===== config.mk =====
export PLATFORM = sky130hd
export DESIGN_NAME = bc_level_reader
export DESIGN_NICKNAME = d
export VERILOG_FILES = /design/src/rtl/bc_level_reader.sv
export SDC_FILE = /design/constraint.sdc
export NUM_CORES = 1
export LEC_CHECK = 0
export BUFFER_PORTS_ARGS = -buffer_cell sky130_fd_sc_hd__buf_2
export CORE_MARGIN = 3
export CORE_UTILIZATION = 45
export CTS_BUF_LIST = sky130_fd_sc_hd__clkbuf_4 sky130_fd_sc_hd__clkbuf_8 sky130_fd_sc_hd__clkbuf_16
export CTS_CLUSTER_SIZE = 25
export DETAILED_ROUTE_END_ITERATION = 7
export MAX_ROUTING_LAYER = met4
export PLACE_DENSITY = 0.67
export SLEW_MARGIN = 20
export SYNTH_ARGS = -nofsm -noshare
export SYNTH_HDL_FRONTEND = slang
export SYNTH_SLANG_ARGS = --single-unit

===== constraint.sdc =====
create_clock -name CLK -period 5.28 [get_ports CLK]
set_clock_uncertainty 0.05 [all_clocks]
set_input_delay 1.056 -clock CLK [delete_from_list [all_inputs] [get_ports CLK]]
set_output_delay 1.056 -clock CLK [all_outputs]
set_load 0.01 [all_outputs]

===== src/rtl/bc_level_reader.sv =====
// rtl/bc_level_reader.sv - raster reader for one box-count level; streams cells and accumulates mass/occupancy
// Defining MOMENT2_EN adds the mass_sq output (sum of squared cell values).
module bc_level_reader #(
  parameter int BOX_IDX  = 3,
  parameter int DATA_LEN = 8,
  parameter int SUM_LEN  = 16
) (
  input  logic                   CLK,
  input  logic                   RST_N,
  input  logic                   BC_mode,
  input  logic                   start,
  input  logic                   level_sel,
  output logic                   rd_en,
  output logic [2*BOX_IDX:0]     rd_addr,
  input  logic [DATA_LEN-1:0]    rd_data,
  output logic                   out_valid,
  input  logic                   out_ready,
  output logic [DATA_LEN-1:0]    out_data,
  output logic                   out_last,
  output logic                   busy,
  output logic                   done,
  output logic [SUM_LEN-1:0]     mass,
  output logic [2*BOX_IDX:0]     occupied
`ifdef MOMENT2_EN
  ,
  output logic [2*DATA_LEN+2*BOX_IDX-1:0] mass_sq
`endif
);

  localparam int AW  = 2*BOX_IDX+1;
  localparam int SQW = 2*DATA_LEN+2*BOX_IDX;

  typedef enum logic [1:0] {S_IDLE, S_READ, S_DRAIN, S_DONE} state_t;
  state_t state, state_nx;

  logic [BOX_IDX-1:0]  x, y;
  logic                level;
  logic                inflight, inflight_last;
  logic [DATA_LEN-1:0] fifo_data [0:1];
  logic                fifo_last [0:1];
  logic                wptr, rptr;
  logic [1:0]          count;
  logic [2:0]          pending;
  logic                pop, at_end, start_ok;

  assign out_valid = (count != 2'd0);
  assign pop       = out_valid & out_ready;
  assign out_data  = out_valid ? fifo_data[rptr] : '0;
  assign out_last  = out_valid & fifo_last[rptr];
  assign at_end    = (&x) & (&y);
  assign start_ok  = (state == S_IDLE) && start;
  // Entries held plus the read still in flight, net of this cycle's pop, must fit the 2-deep buffer.
  assign pending   = {1'b0, count} + {2'b0, inflight} - {2'b0, pop};
  assign rd_en     = (state == S_READ) && (pending < 3'd2);
  assign rd_addr   = {x, level, y};
  assign busy      = (state == S_READ) || (state == S_DRAIN);
  assign done      = (state == S_DONE);

  always_comb begin
    state_nx = state;
    case (state)
      S_IDLE:  if (start) state_nx = S_READ;
      S_READ:  if (rd_en && at_end) state_nx = S_DRAIN;
      S_DRAIN: if (pop && out_last) state_nx = S_DONE;
      S_DONE:  state_nx = S_IDLE;
      default: state_nx = S_IDLE;
    endcase
  end

  always_ff @(posedge CLK or negedge RST_N) begin
    if (!RST_N) begin
      state         <= S_IDLE;
      x             <= '0;
      y             <= '0;
      level         <= 1'b0;
      inflight      <= 1'b0;
      inflight_last <= 1'b0;
    end else if (BC_mode) begin
      state         <= S_IDLE;
      x             <= '0;
      y             <= '0;
      level         <= 1'b0;
      inflight      <= 1'b0;
      inflight_last <= 1'b0;
    end else begin
      state         <= state_nx;
      inflight      <= rd_en;
      inflight_last <= rd_en & at_end;
      if (start_ok) begin
        x     <= '0;
        y     <= '0;
        level <= level_sel;
      end else if (rd_en) begin
        y <= y + 1'b1;
        if (&y) x <= x + 1'b1;
      end
    end
  end

  always_ff @(posedge CLK or negedge RST_N) begin
    if (!RST_N) begin
      for (int i = 0; i < 2; i++) begin
        fifo_data[i] <= '0;
        fifo_last[i] <= 1'b0;
      end
      wptr  <= 1'b0;
      rptr  <= 1'b0;
      count <= 2'd0;
    end else if (BC_mode) begin
      for (int i = 0; i < 2; i++) begin
        fifo_data[i] <= '0;
        fifo_last[i] <= 1'b0;
      end
      wptr  <= 1'b0;
      rptr  <= 1'b0;
      count <= 2'd0;
    end else begin
      if (inflight) begin
        fifo_data[wptr] <= rd_data;
        fifo_last[wptr] <= inflight_last;
        wptr            <= ~wptr;
      end
      if (pop) rptr <= ~rptr;
      count <= count + {1'b0, inflight} - {1'b0, pop};
    end
  end

  always_ff @(posedge CLK or negedge RST_N) begin
    if (!RST_N) begin
      mass     <= '0;
      occupied <= '0;
`ifdef MOMENT2_EN
      mass_sq  <= '0;
`endif
    end else if (BC_mode || start_ok) begin
      mass     <= '0;
      occupied <= '0;
`ifdef MOMENT2_EN
      mass_sq  <= '0;
`endif
    end else if (pop) begin
      mass     <= mass + SUM_LEN'(out_data);
      occupied <= occupied + AW'(out_data != '0);
`ifdef MOMENT2_EN
      mass_sq  <= mass_sq + SQW'(out_data) * SQW'(out_data);
`endif
    end
  end

endmodule


* Word level (Yosys, flattened, before mapping)
Cells that the tools add are included.
W data, S select, Z words.
** Storage, ports and cells
- Latch bits :: 0
- Memories :: 0
- Input bits :: 14
- Bits in writable memories :: 0
- Logic and storage cells :: 103
- ROM bits :: 0
- Register bits :: 56
- Output and inout bits :: 43
** Operators by class
- $mul :: 0
- Reductions and logical operators :: 20
- $add $sub $neg :: 8
- Div/mod/pow operators :: 0
- Shift-type cells :: 0
- Bitwise gates (word level) :: 8
- Mux-type cells :: 42
- Order comparisons :: 4
- Equality and inequality tests :: 6
** Operator list (number)
- $mux W16 :: 4
- $mux W8 :: 5
- $mux W3 :: 7
- $add A16 B8 Y16 :: 1
- $bwmux W16 :: 1
- $mux W2 :: 7
- $mux W7 :: 2
- $mux W1 :: 12
- $reduce_bool A2 Y1 :: 5
- $reduce_and A3 Y1 :: 3
- $demux W8 S1 :: 1
- $pmux W2 S4 :: 1
- $reduce_bool A8 Y1 :: 1
- $add A7 B1 Y7 :: 1
- $add A3 B1 Y3 const B :: 2
- $ne A3 B2 Y1 const B :: 2
- $reduce_bool A3 Y1 :: 2
- $logic_and A1 B1 Y1 :: 5
- $and A1 B1 Y1 :: 4
- $eq A2 B2 Y1 const B :: 2
- $ge A2 B2 Y1 const B :: 2
- $not A1 Y2 :: 2
- $add A2 B1 Y3 :: 1
- $lt A3 B2 Y1 const B :: 1
- other kinds (12) :: 14

* Depth between registers and ports, before layout
Gate-level depths: netlist of the first run.
- Depth after elaboration :: 9
- Depth in mapped cells :: 14
- Depth with buffers taken out :: 13

* Worst setup path before layout of the first run
No wires, ideal clock.
- Kind :: input port to output port
- Start :: input port out_ready
- End :: output port rd_en
- Data arrival time :: 2.966 ns
- Required time :: 4.174 ns
- Buffers on the path :: 1
- Setup slack :: 1.208 ns
- Stages :: 11
- Cells stage by stage :: o21ai_0 inv_1 buf_1 ha_1 inv_1 ha_1 inv_1 fa_1 xor2_1 nand3b_1 clkinv_1
** On the way
- Longest elaborated chain between the ends :: 4
** RTL lines
- start, declared :: line 17 : input logic out_ready,
- $and A1 B1 Y1 :: line 47 : assign pop = out_valid & out_ready;
- $sub A3 B1 Y3 :: line 53 : assign pending = {1'b0, count} + {2'b0, inflight} - {2'b0, pop};
- $lt A3 B2 Y1 :: line 54 : assign rd_en = (state == S_READ) && (pending < 3'd2);
- $logic_and A1 B1 Y1 :: line 54
- end, declared :: line 13 : output logic rd_en,
No other way between the ends.

* Worst setup path in the final report of the first run
Same ends and word-level chain as after synthesis.

==> flow_summary.ini, run 1 <==
[die]
start_util_pct = 46.7
rows = 30
coreArea_um2 = 6830
dieArea_um2 = 8130
ios = 57
die_h_um = 90.2
fp.dieW_um = 90.2

[cells_and_area]
antenna_cells = 0
n_fill_cell = 684
finish.utilization_pct = 53.4
syn_to_final_growth_pct = 14.4
final_cell_mix = 62 x nand2_1, 56 x dfrtp_1, 56 x buf_2
regArea_um2 = 1400
nets = 440
drive_gt1_share_pct = 17.5
stdcell_area_um2 = 3650
multi_input_area_um2 = 1680
stdcell_count = 502
mostFrequentLayoutCell = nand2_1

[clock_tree]
clk_pin_slew_ns = 0.09
numCtsBuffers = 5
cts_max_path_buffers = 2
clockRootBuffer = clkbuf_8
cts_setup_buffers = 0
insertion_delay_ns = 0.31
cts_hold_buf = 0
cts_resized = 0
h-tree-depth = 2
cts_sinks = 56
cts_tree = yes

[synth]
ys_warn_count = 0
ys_types = 49
yosys.area_share.xor_xnor_pct = 3.30
synth_top_family_by_area = simple AND/OR/NAND/NOR gates
ys_ff_latch = 56
synth_fa_ha_area_share_pct = 8.48
synth.mux.area_fraction_pct = 4.08
syn_avg_cell_area_um2 = 9.01
synth-simple-area-share_pct = 21.1
ys_seq_area_share_pct = 44.0
yosys_most_used_dff = dfrtp_1
async_flop_share_pct = 100
synthCells = 354
synth-edff-count = 0
syn-cell-area_um2 = 3190
syn-num-nets = 389
synth_compound_area_share_pct = 15.8

[route]
vias = 2744
first_pass_iters = 4
route.detailed.drc = 0
vias_per_cell = 5.47
drtIter0Drc = 155
ant_nets = 0
wl_per_cell_um = 14.9
routed_wl_mm = 7.48

[sta]
rsz0062_at_grt = no
relSlewSlack_pct = 35.9
setup_viol = 0
final_max_slew_viol_count = 0
fmax_mhz = 242
fin_tns_setup_ns = 0
timing.final.crit_share_pct = 78.2
worstMarginPinSlew_ns = 0.958
fin_crit_ns = 4.13
finalHoldViolCount = 0

[global_routing]
grt_max_degree = 57
antenna_found_initial = 0
grt_pass1_wl_mm = 12.8
grt.overflow.total = 0
grtUsageTotal_pct = 19.5
grt_pass1_vias = 2690

[placement]
dp_hpwl_mm = 5.36
dp_cells = 494
port_buffers = 56
place_area_um2 = 3550
gp_congestion = 0.817

[outcome]
status = complete, no violations

[critical_path]
cp-end-kind = primary output
worstPathRequired_ns = 4.17
critPathMaxFanout = 7
crit_arrival_ns = 3.02
critical_path_class = primary input to primary output
cp-start-kind = primary input

[job]
cap_violations = 0

[pwr]
finalPower_mw = 1.21
vdd_drop_max_mv = 0.268
power_leakage_nw = 1.79
p_per_area_nw_per_um2 = 331

[min_path]
min_path_type = flop to flop
==> worst paths after layout <==
kind | slack (ns) | start | depth (start not counted) | endpoint
max | 1.15 | out_ready | 12 | rd_en
max reg2reg | 2.04 | count[1] | 8 | mass[8]
max in group asynchronous | 3.86 | RST_N | 2 | mass[7]
min reg2reg | 0.48 | fifo_last[0] | 2 | fifo_last[0]
min in group asynchronous | 0.81 | RST_N | 2 | mass[13]
min | 0.48 | fifo_last[0] | 2 | fifo_last[0]
==> where the power goes <==
group / internal (mW) / switching, mW
registers: 0.468 / 0.0711
logic: 0.162 / 0.257
clock network: 0.112 / 0.138
==> layer usage <==
layer / wire (um) / share of wire [%] / global-route usage (%) / up-vias
li1: - / - / - / 1352
met4: 38 / 0.51 / 5.36 / 0
met2: 3630 / 49 / 32.0 / 57
met1: 3460 / 46 / 24.6 / 1333
met3: 348 / 4.7 / 4.10 / 2
met5: 0 / 0 / - / -
==> registers in the layout (all words and copies together) (netlist names) <==
signal and count:
fifo_data 16, mass 16, occupied 7, x 3, y 3, count 2
fifo_last 2, state 2, inflight 1, inflight_last 1, level 1, rptr 1
wptr 1
==> kinds of logic (layout without fill, tap and decap cells) <==
| family | Yosys count | in the layout |
|---|---|---|
| xor gates and xnor gates | 12 | 12 |
| AOI/OAI and AO/OA | 83 | 83 |
| and+or+nand+nor | 143 | 143 |
| adders and majority gates | 21 | 21 |
| DFF | 56 | 56 |
| muxes | 13 | 13 |
| buffers and inverters | 26 | 78 |
==> per-stage QoR <==
step	worst slack, ns	hold slack [ns]
2_1_floorplan	1.21	0.448
4_1_cts	1.14	0.480
6_report	1.15	0.476
5_1_grt	0.967	0.498
3_3_place_gp	1.24	0.458
3_5_place_dp	1.16	0.457
==> synthesized netlist by cell type, drive strengths merged (2+ instances only) <==
library cell | count | area (um^2)
nand2 | 62 | 233
and3 | 2 | 17.5
buf | 5 | 26.3
dfrtp | 56 | 1400
or4 | 5 | 37.5
a21oi | 45 | 225
nand3 | 19 | 95.1
a21o | 5 | 37.5
mux2i | 13 | 130
ha | 20 | 250
a2111o | 2 | 22.5
nor3 | 4 | 20.0
or3 | 5 | 36.3
inv | 9 | 33.8
and4 | 3 | 26.3
a2111oi | 2 | 17.5
xnor2 | 4 | 35.0
nand2b | 5 | 31.3
xor2 | 8 | 70.1
clkbuf | 11 | 41.3
nor2 | 28 | 105
o21bai | 2 | 15.0
o31ai | 3 | 22.5
nor2b | 3 | 18.8
o21ai | 12 | 60.1
==> critical path: stages <==
cell and delay (ns):
buf_2 0.11, o21ai_0 0.10, inv_1 0.09, ha_1 0.28
inv_1 0.06, ha_1 0.13, inv_1 0.05, fa_1 0.37
xor2_1 0.16, nand3b_1 0.20, clkinv_1 0.21, buf_2 0.19
==> layout make-up <==
cell class                      instances  share of cell area, %
Inverter                               10                   1.03
Clock inverter                          1                  0.206
Multi-Input combinational cell        272                   46.1
Tap cell                               96                   3.29
Timing Repair Buffer                   60                   8.50
Clock buffer                            7                   2.47
Sequential cell                        56                   38.4
Note: power is estimated with default switching activity, not from simulation.
==> run 2, diff against run 1 <==
Settings changed: ABC_AREA set to 1.
Clock period 5.28 ns to 3.85 ns, I/O delays scaled along.
==> run 2 against run 1 <==
Sequential cell count is the same. Synthesized cell count grew 7.6%. Die area shrank 0.40%. Area after synthesis shrank 0.43%. Sequential share of layout area is essentially flat. Design area grew 0.10%. Critical path depth shrank 1. Global-route usage grew 0.22 points. First-iteration DRC count shrank 13%. Core utilization grew 1.9 points. Sequential power grew 32%. Register-to-register slack lost 0.89 ns. Largest cell class unchanged. Critical path type unchanged.
==> flow_summary.ini, run 2 <==
[clock_tree]
cts_max_path_buffers = 2
cts_resized = 0
cts_setup_buffers = 0
clockRootBuffer = clkbuf_8
h-tree-depth = 2
clk_pin_slew_ns = 0.11
insertion_delay_ns = 0.31
numCtsBuffers = 5
cts_sinks = 56
cts_hold_buf = 0
cts_tree = yes

[route]
wl_per_cell_um = 14.0
vias = 2758
routed_wl_mm = 7.43
drtIter0Drc = 135
vias_per_cell = 5.18
first_pass_iters = 4
route.detailed.drc = 0
ant_nets = 0

[synth]
ys_types = 36
synthCells = 381
synthTopCellsByArea = dfrtp_1 44%, ha_1 7.9%, nand2_1 7.7%
syn-cell-area_um2 = 3170
synth-edff-count = 0
synth_top_area_share_pct = 44.1
ys_ff_latch = 56
async_flop_share_pct = 100
ys_seq_area_share_pct = 44.1
yosys_most_used_dff = dfrtp_1
synth_area_leader_cell = dfrtp_1
syn-num-nets = 416
ys_warn_count = 0
synth_common_cells = 65 x nand2_1, 56 x dfrtp_1, 56 x inv_1
syn_avg_cell_area_um2 = 8.33
synth_most_common_cell = nand2_1

[cells_and_area]
syn_to_final_growth_pct = 15.1
n_fill_cell = 635
nets = 473
antenna_cells = 0
drive_gt1_share_pct = 21.6
mostFrequentLayoutCell = nand2_1
largestRegisters = fifo_data x16, mass x16, occupied x7
final_cell_mix = 65 x nand2_1, 56 x inv_1, 56 x dfrtp_1, 56 x buf_2, 31 x a21oi_1

[critical_path]
cpLargestDelayFamily = adder cells
cpMaxStageDelayCell = fa_1
path_common_cell = inv_1
crit_arrival_ns = 2.59
cp-end-kind = primary output
cpPeakStageDelay_ns = 0.53
worstPathCellList = buf_2 > inv_1 > nor2_2 > ha_1 > inv_1 > ha_1 > inv_1 > fa_1 > nand4_2 > inv_1 > buf_2
cp-start-kind = primary input
critPathMaxFanout = 5
critPathBufInv = 6
worstPathRequired_ns = 3.03
critical_path_class = primary input to primary output

[die]
die_h_um = 90.0
rows = 29
coreArea_um2 = 6600
fp.dieW_um = 90.0
ios = 57
dieArea_um2 = 8100
start_util_pct = 48.1

[pwr]
swShare_pct = 37.7
intPower_mw = 1.04
combPwrFrac_pct = 33.0
power.net_switching_mw = 0.631
p_per_area_nw_per_um2 = 458
power_leakage_nw = 1.90
pwr-share-clk_pct = 24.6
vdd_drop_max_mv = 0.334
p_seq_share_pct = 42.4
finalPower_mw = 1.67

[placement]
port_buffers = 56
dp_hpwl_mm = 5.39
gp_congestion = 0.811

[sta]
finalHoldViolCount = 0
setup_viol = 0
fin_crit_ns = 3.41
rsz0062_at_grt = no
fmax_mhz = 293
final_max_slew_viol_count = 0
relSlewSlack_pct = 48.2
fin_tns_setup_ns = 0
timing.final.crit_share_pct = 88.5
worstMarginPinSlew_ns = 0.772

[job]
cap_violations = 0

[global_routing]
grt.overflow.total = 0
grt_max_degree = 38
grt_pass1_vias = 2702
antenna_found_initial = 0
grt_pass1_wl_mm = 12.9
grtUsageTotal_pct = 19.7

[min_path]
min_path_type = primary input to asynchronous set/reset pin

[outcome]
status = complete, no violations
## run 2: changes by cell type in the layout (fill, tap and decap cells not counted), sizes merged, moves of 6 or more
cell,before,now
xor2,8,2
a21oi,45,32
o22ai,1,18
inv,9,61
nand2,62,76
mux2i,13,0
nand3,19,25
o21ai,12,26
## run 2: area by class of cell
| class | count | area (um^2) | share of cell area (%) |
|---|---|---|---|
| clock buffers | 6 | 82.6 | 2.26 |
| flip-flops and latches | 56 | 1400 | 38.4 |
| clock inverters | 2 | 38.8 | 1.06 |
| well taps | 93 | 116 | 3.19 |
| multi-input cells | 256 | 1490 | 40.7 |
| inverters | 61 | 231 | 6.34 |
| repair buffers | 58 | 295 | 8.08 |
## run 2: metrics by stage
step                      util, %  cell area (um^2)  hold WS (ns)  std cells  setup slack (ns)
final                        55.3              3650         0.347        532             0.441
after floorplan                 -              3170         0.400        381             0.795
after CTS                    55.3              3650         0.365        532             0.431
after global placement       53.5              3530         0.416        524             0.488
after detailed placement     53.5              3530         0.414        524             0.464
after global routing         55.3              3650         0.375        532             0.258
## run 2: power by group through the flow
| stage | clock network [mW] | registers [mW] | logic, mW |
|---|---|---|---|
| 3_5_place_dp | 0 | 0.720 | 0.549 |
| 5_1_grt | 0.445 | 0.721 | 0.626 |
| 6_report | 0.412 | 0.709 | 0.552 |
| 3_3_place_gp | 0 | 0.716 | 0.539 |
| 2_1_floorplan | 0 | 0.696 | 0.420 |
| 4_1_cts | 0.421 | 0.709 | 0.554 |
## run 2: layer usage
| metal | share of wire (%) | wire, um | GRT usage (%) | up-vias |
|---|---|---|---|---|
| met3 | 5.3 | 393 | 4.42 | 6 |
| met4 | 0.92 | 68 | 4.72 | 0 |
| met2 | 46 | 3410 | 30.2 | 72 |
| met5 | 0 | 0 | - | - |
| li1 | - | - | - | 1370 |
| met1 | 48 | 3550 | 26.9 | 1310 |
## run 2: final timing paths
kind / startpoint / endpoint / slack (ns) / depth (start not counted)
worst min register to register: level / level / 0.44 / 2
worst max-delay path: out_ready / rd_en / 0.44 / 11
worst max register to register: rptr / mass[15] / 1.15 / 10
min in group CLK: level / level / 0.44 / 2
max in group asynchronous: RST_N / mass[1] / 2.55 / 2
worst min-delay path: RST_N / fifo_data[2] / 0.35 / 1
## run 2: logic make-up (layout without fill, tap and decap cells)
logic type / Yosys count / after routing / synth area share (%)
adder cells (fa/ha/maj): 21 / 21 / 8.51
AND/OR/NAND/NOR: 149 / 149 / 22.5
flip-flops: 56 / 56 / 44.1
buffers and inverters: 69 / 127 / 9.03
XOR/XNOR: 3 / 3 / 0.828
AO/OA/AOI/OAI: 83 / 83 / 15.0
## run 2: worst register-to-register path: stages (launching register included)
cell and delay [ns]:
dfrtp_1 0.76, inv_4 0.09, a21oi_1 0.38, ha_1 0.36, a21oi_1 0.29, o21ai_0 0.17, a21oi_1 0.18, nand2_2 0.11
nand3_1 0.08, nand2_1 0.05, nor2_1 0.11
==> run 3, diff against run 2 <==
Settings changed: ABC_CLOCK_PERIOD_IN_PS set to 4050.
Clock period 3.85 ns to 4.05 ns, I/O delays scaled along.
==> run 3 against run 2 <==
Wire length decreased by 4.6%. Non-clock buffer count is the same. Clock-buffer cell count unchanged. Clock power decreased by 17%. Combinational power is 5.6% lower. Critical path depth unchanged. Core utilization fell by 0.30 points. First-iteration DRC count increased by 22%. Register-to-register slack better by 0.26 ns. Sequential cell count did not move.
==> flow_summary.ini, run 3 (synthesis gave the netlist of run 2 again) <==
[cells_and_area]
antenna_cells = 0
syn_to_final_growth_pct = 14.4
mostFrequentLayoutCell = nand2_1
final_cell_mix = 65 x nand2_1, 56 x inv_1, 56 x dfrtp_1, 56 x buf_2, 31 x a21oi_1
stdcell_count = 532
largestRegisters = fifo_data x16, mass x16, occupied x7
drive_gt1_share_pct = 21.6
nets = 473
n_fill_cell = 640
finish.utilization_pct = 55.0

[critical_path]
worstSetupEndpoint = rd_en
startpoint = out_ready
reg2reg_depth = 14
r2r_slack_ns = 1.41
cp-start-kind = primary input
crit_arrival_ns = 2.64
timing.rr.start = count[1]
worstPathRequired_ns = 3.19
cp-end-kind = primary output
rr_endpoint = state[0]
critical_path_class = primary input to primary output
critPathMaxFanout = 5

[sta]
final_max_slew_viol_count = 0
worstMarginPinSlew_ns = 0.841
fin_tns_setup_ns = 0
fmax_mhz = 286
fin_crit_ns = 3.50
setup_viol = 0
relSlewSlack_pct = 43.9
hold_ws_ns = 0.451
timing.final.ws_setup_ns = 0.551
finalHoldViolCount = 0
rsz0062_at_grt = no
timing.final.crit_share_pct = 86.4

[route]
first_pass_iters = 4
route.detailed.drc = 0
ant_nets = 0
drtIter0Drc = 165
routed_wl_mm = 7.08
wl_per_cell_um = 13.3
vias_per_cell = 5.03
vias = 2678

[clock_tree]
cts_sinks = 56
cts_tree = yes
cts_setup_buffers = 0
cts_max_path_buffers = 2
clk_pin_slew_ns = 0.10
insertion_delay_ns = 0.31
cts_hold_buf = 0
cts_resized = 0
h-tree-depth = 2
numCtsBuffers = 5
clockRootBuffer = clkbuf_8

[global_routing]
antenna_found_initial = 0
grt_max_degree = 39
grtUsageTotal_pct = 18.5
grt.overflow.total = 0
grt_pass1_vias = 2565
grt_pass1_wl_mm = 12.2

[placement]
gp_congestion = 0.812
dp_cells = 524
place_ws_ns = 0.581
dp_hpwl_mm = 5.21
port_buffers = 56

[die]
ios = 57
fp.dieW_um = 90.0
start_util_pct = 48.1
rows = 29
dieArea_um2 = 8100
die_h_um = 90.0
coreArea_um2 = 6600

[outcome]
status = complete, no violations

[min_path]
min_path_type = flop to flop

[pwr]
power_leakage_nw = 1.89
vdd_drop_max_mv = 0.272
p_per_area_nw_per_um2 = 423

[job]
cap_violations = 0
-- run 3: through the flow --
step | power [mW] | cell area (um^2)
global placement | 1.19 | 3530
global route | 1.65 | 3630
floorplan | 1.06 | 3170
finish | 1.53 | 3630
detailed placement | 1.20 | 3530
CTS | 1.56 | 3630
-- run 3: critical path: stages --
cell and delay [ns]:
buf_2 0.09, inv_1 0.04, nor2_2 0.18, ha_1 0.27, inv_1 0.06, ha_1 0.13, inv_1 0.05, fa_1 0.53
nand4_2 0.17, inv_1 0.16, buf_2 0.15
-- run 3: how the worst min path moves through the flow --
stage,to,slack [ns],startpoint,cells after the start
2_1_floorplan,level,0.40,level,2
3_3_place_gp,level,0.42,level,2
3_5_place_dp,level,0.41,level,2
4_1_cts,level,0.45,level,2
5_1_grt,level,0.48,level,2
6_report,level,0.45,level,2
-- run 3: power breakdown --
group	total, mW	internal, mW	leakage [nW]	switching, mW
combinational	0.521	0.177	1.06	0.344
clock	0.341	0.144	0.0493	0.197
sequential	0.673	0.612	0.776	0.0611
total	1.53	0.932	1.89	0.602
-- run 3: layer usage --
| layer | vias up | global-route usage [%] | share of wire [%] |
|---|---|---|---|
| li1 | 1369 | - | - |
| met2 | 55 | 27.9 | 43 |
| met3 | 6 | 3.84 | 4.7 |
| met1 | 1248 | 26.1 | 51 |
| met4 | 0 | 3.57 | 1.0 |
| met5 | - | - | 0 |
-- run 3: cell type report --
cell class | count | area (um^2) | area share, %
Multi-Input combinational cell | 256 | 1490 | 40.9
Sequential cell | 56 | 1400 | 38.6
Timing Repair Buffer | 58 | 295 | 8.13
Inverter | 61 | 231 | 6.37
Tap cell | 93 | 116 | 3.20
Clock buffer | 6 | 82.6 | 2.27
Clock inverter | 2 | 18.8 | 0.517
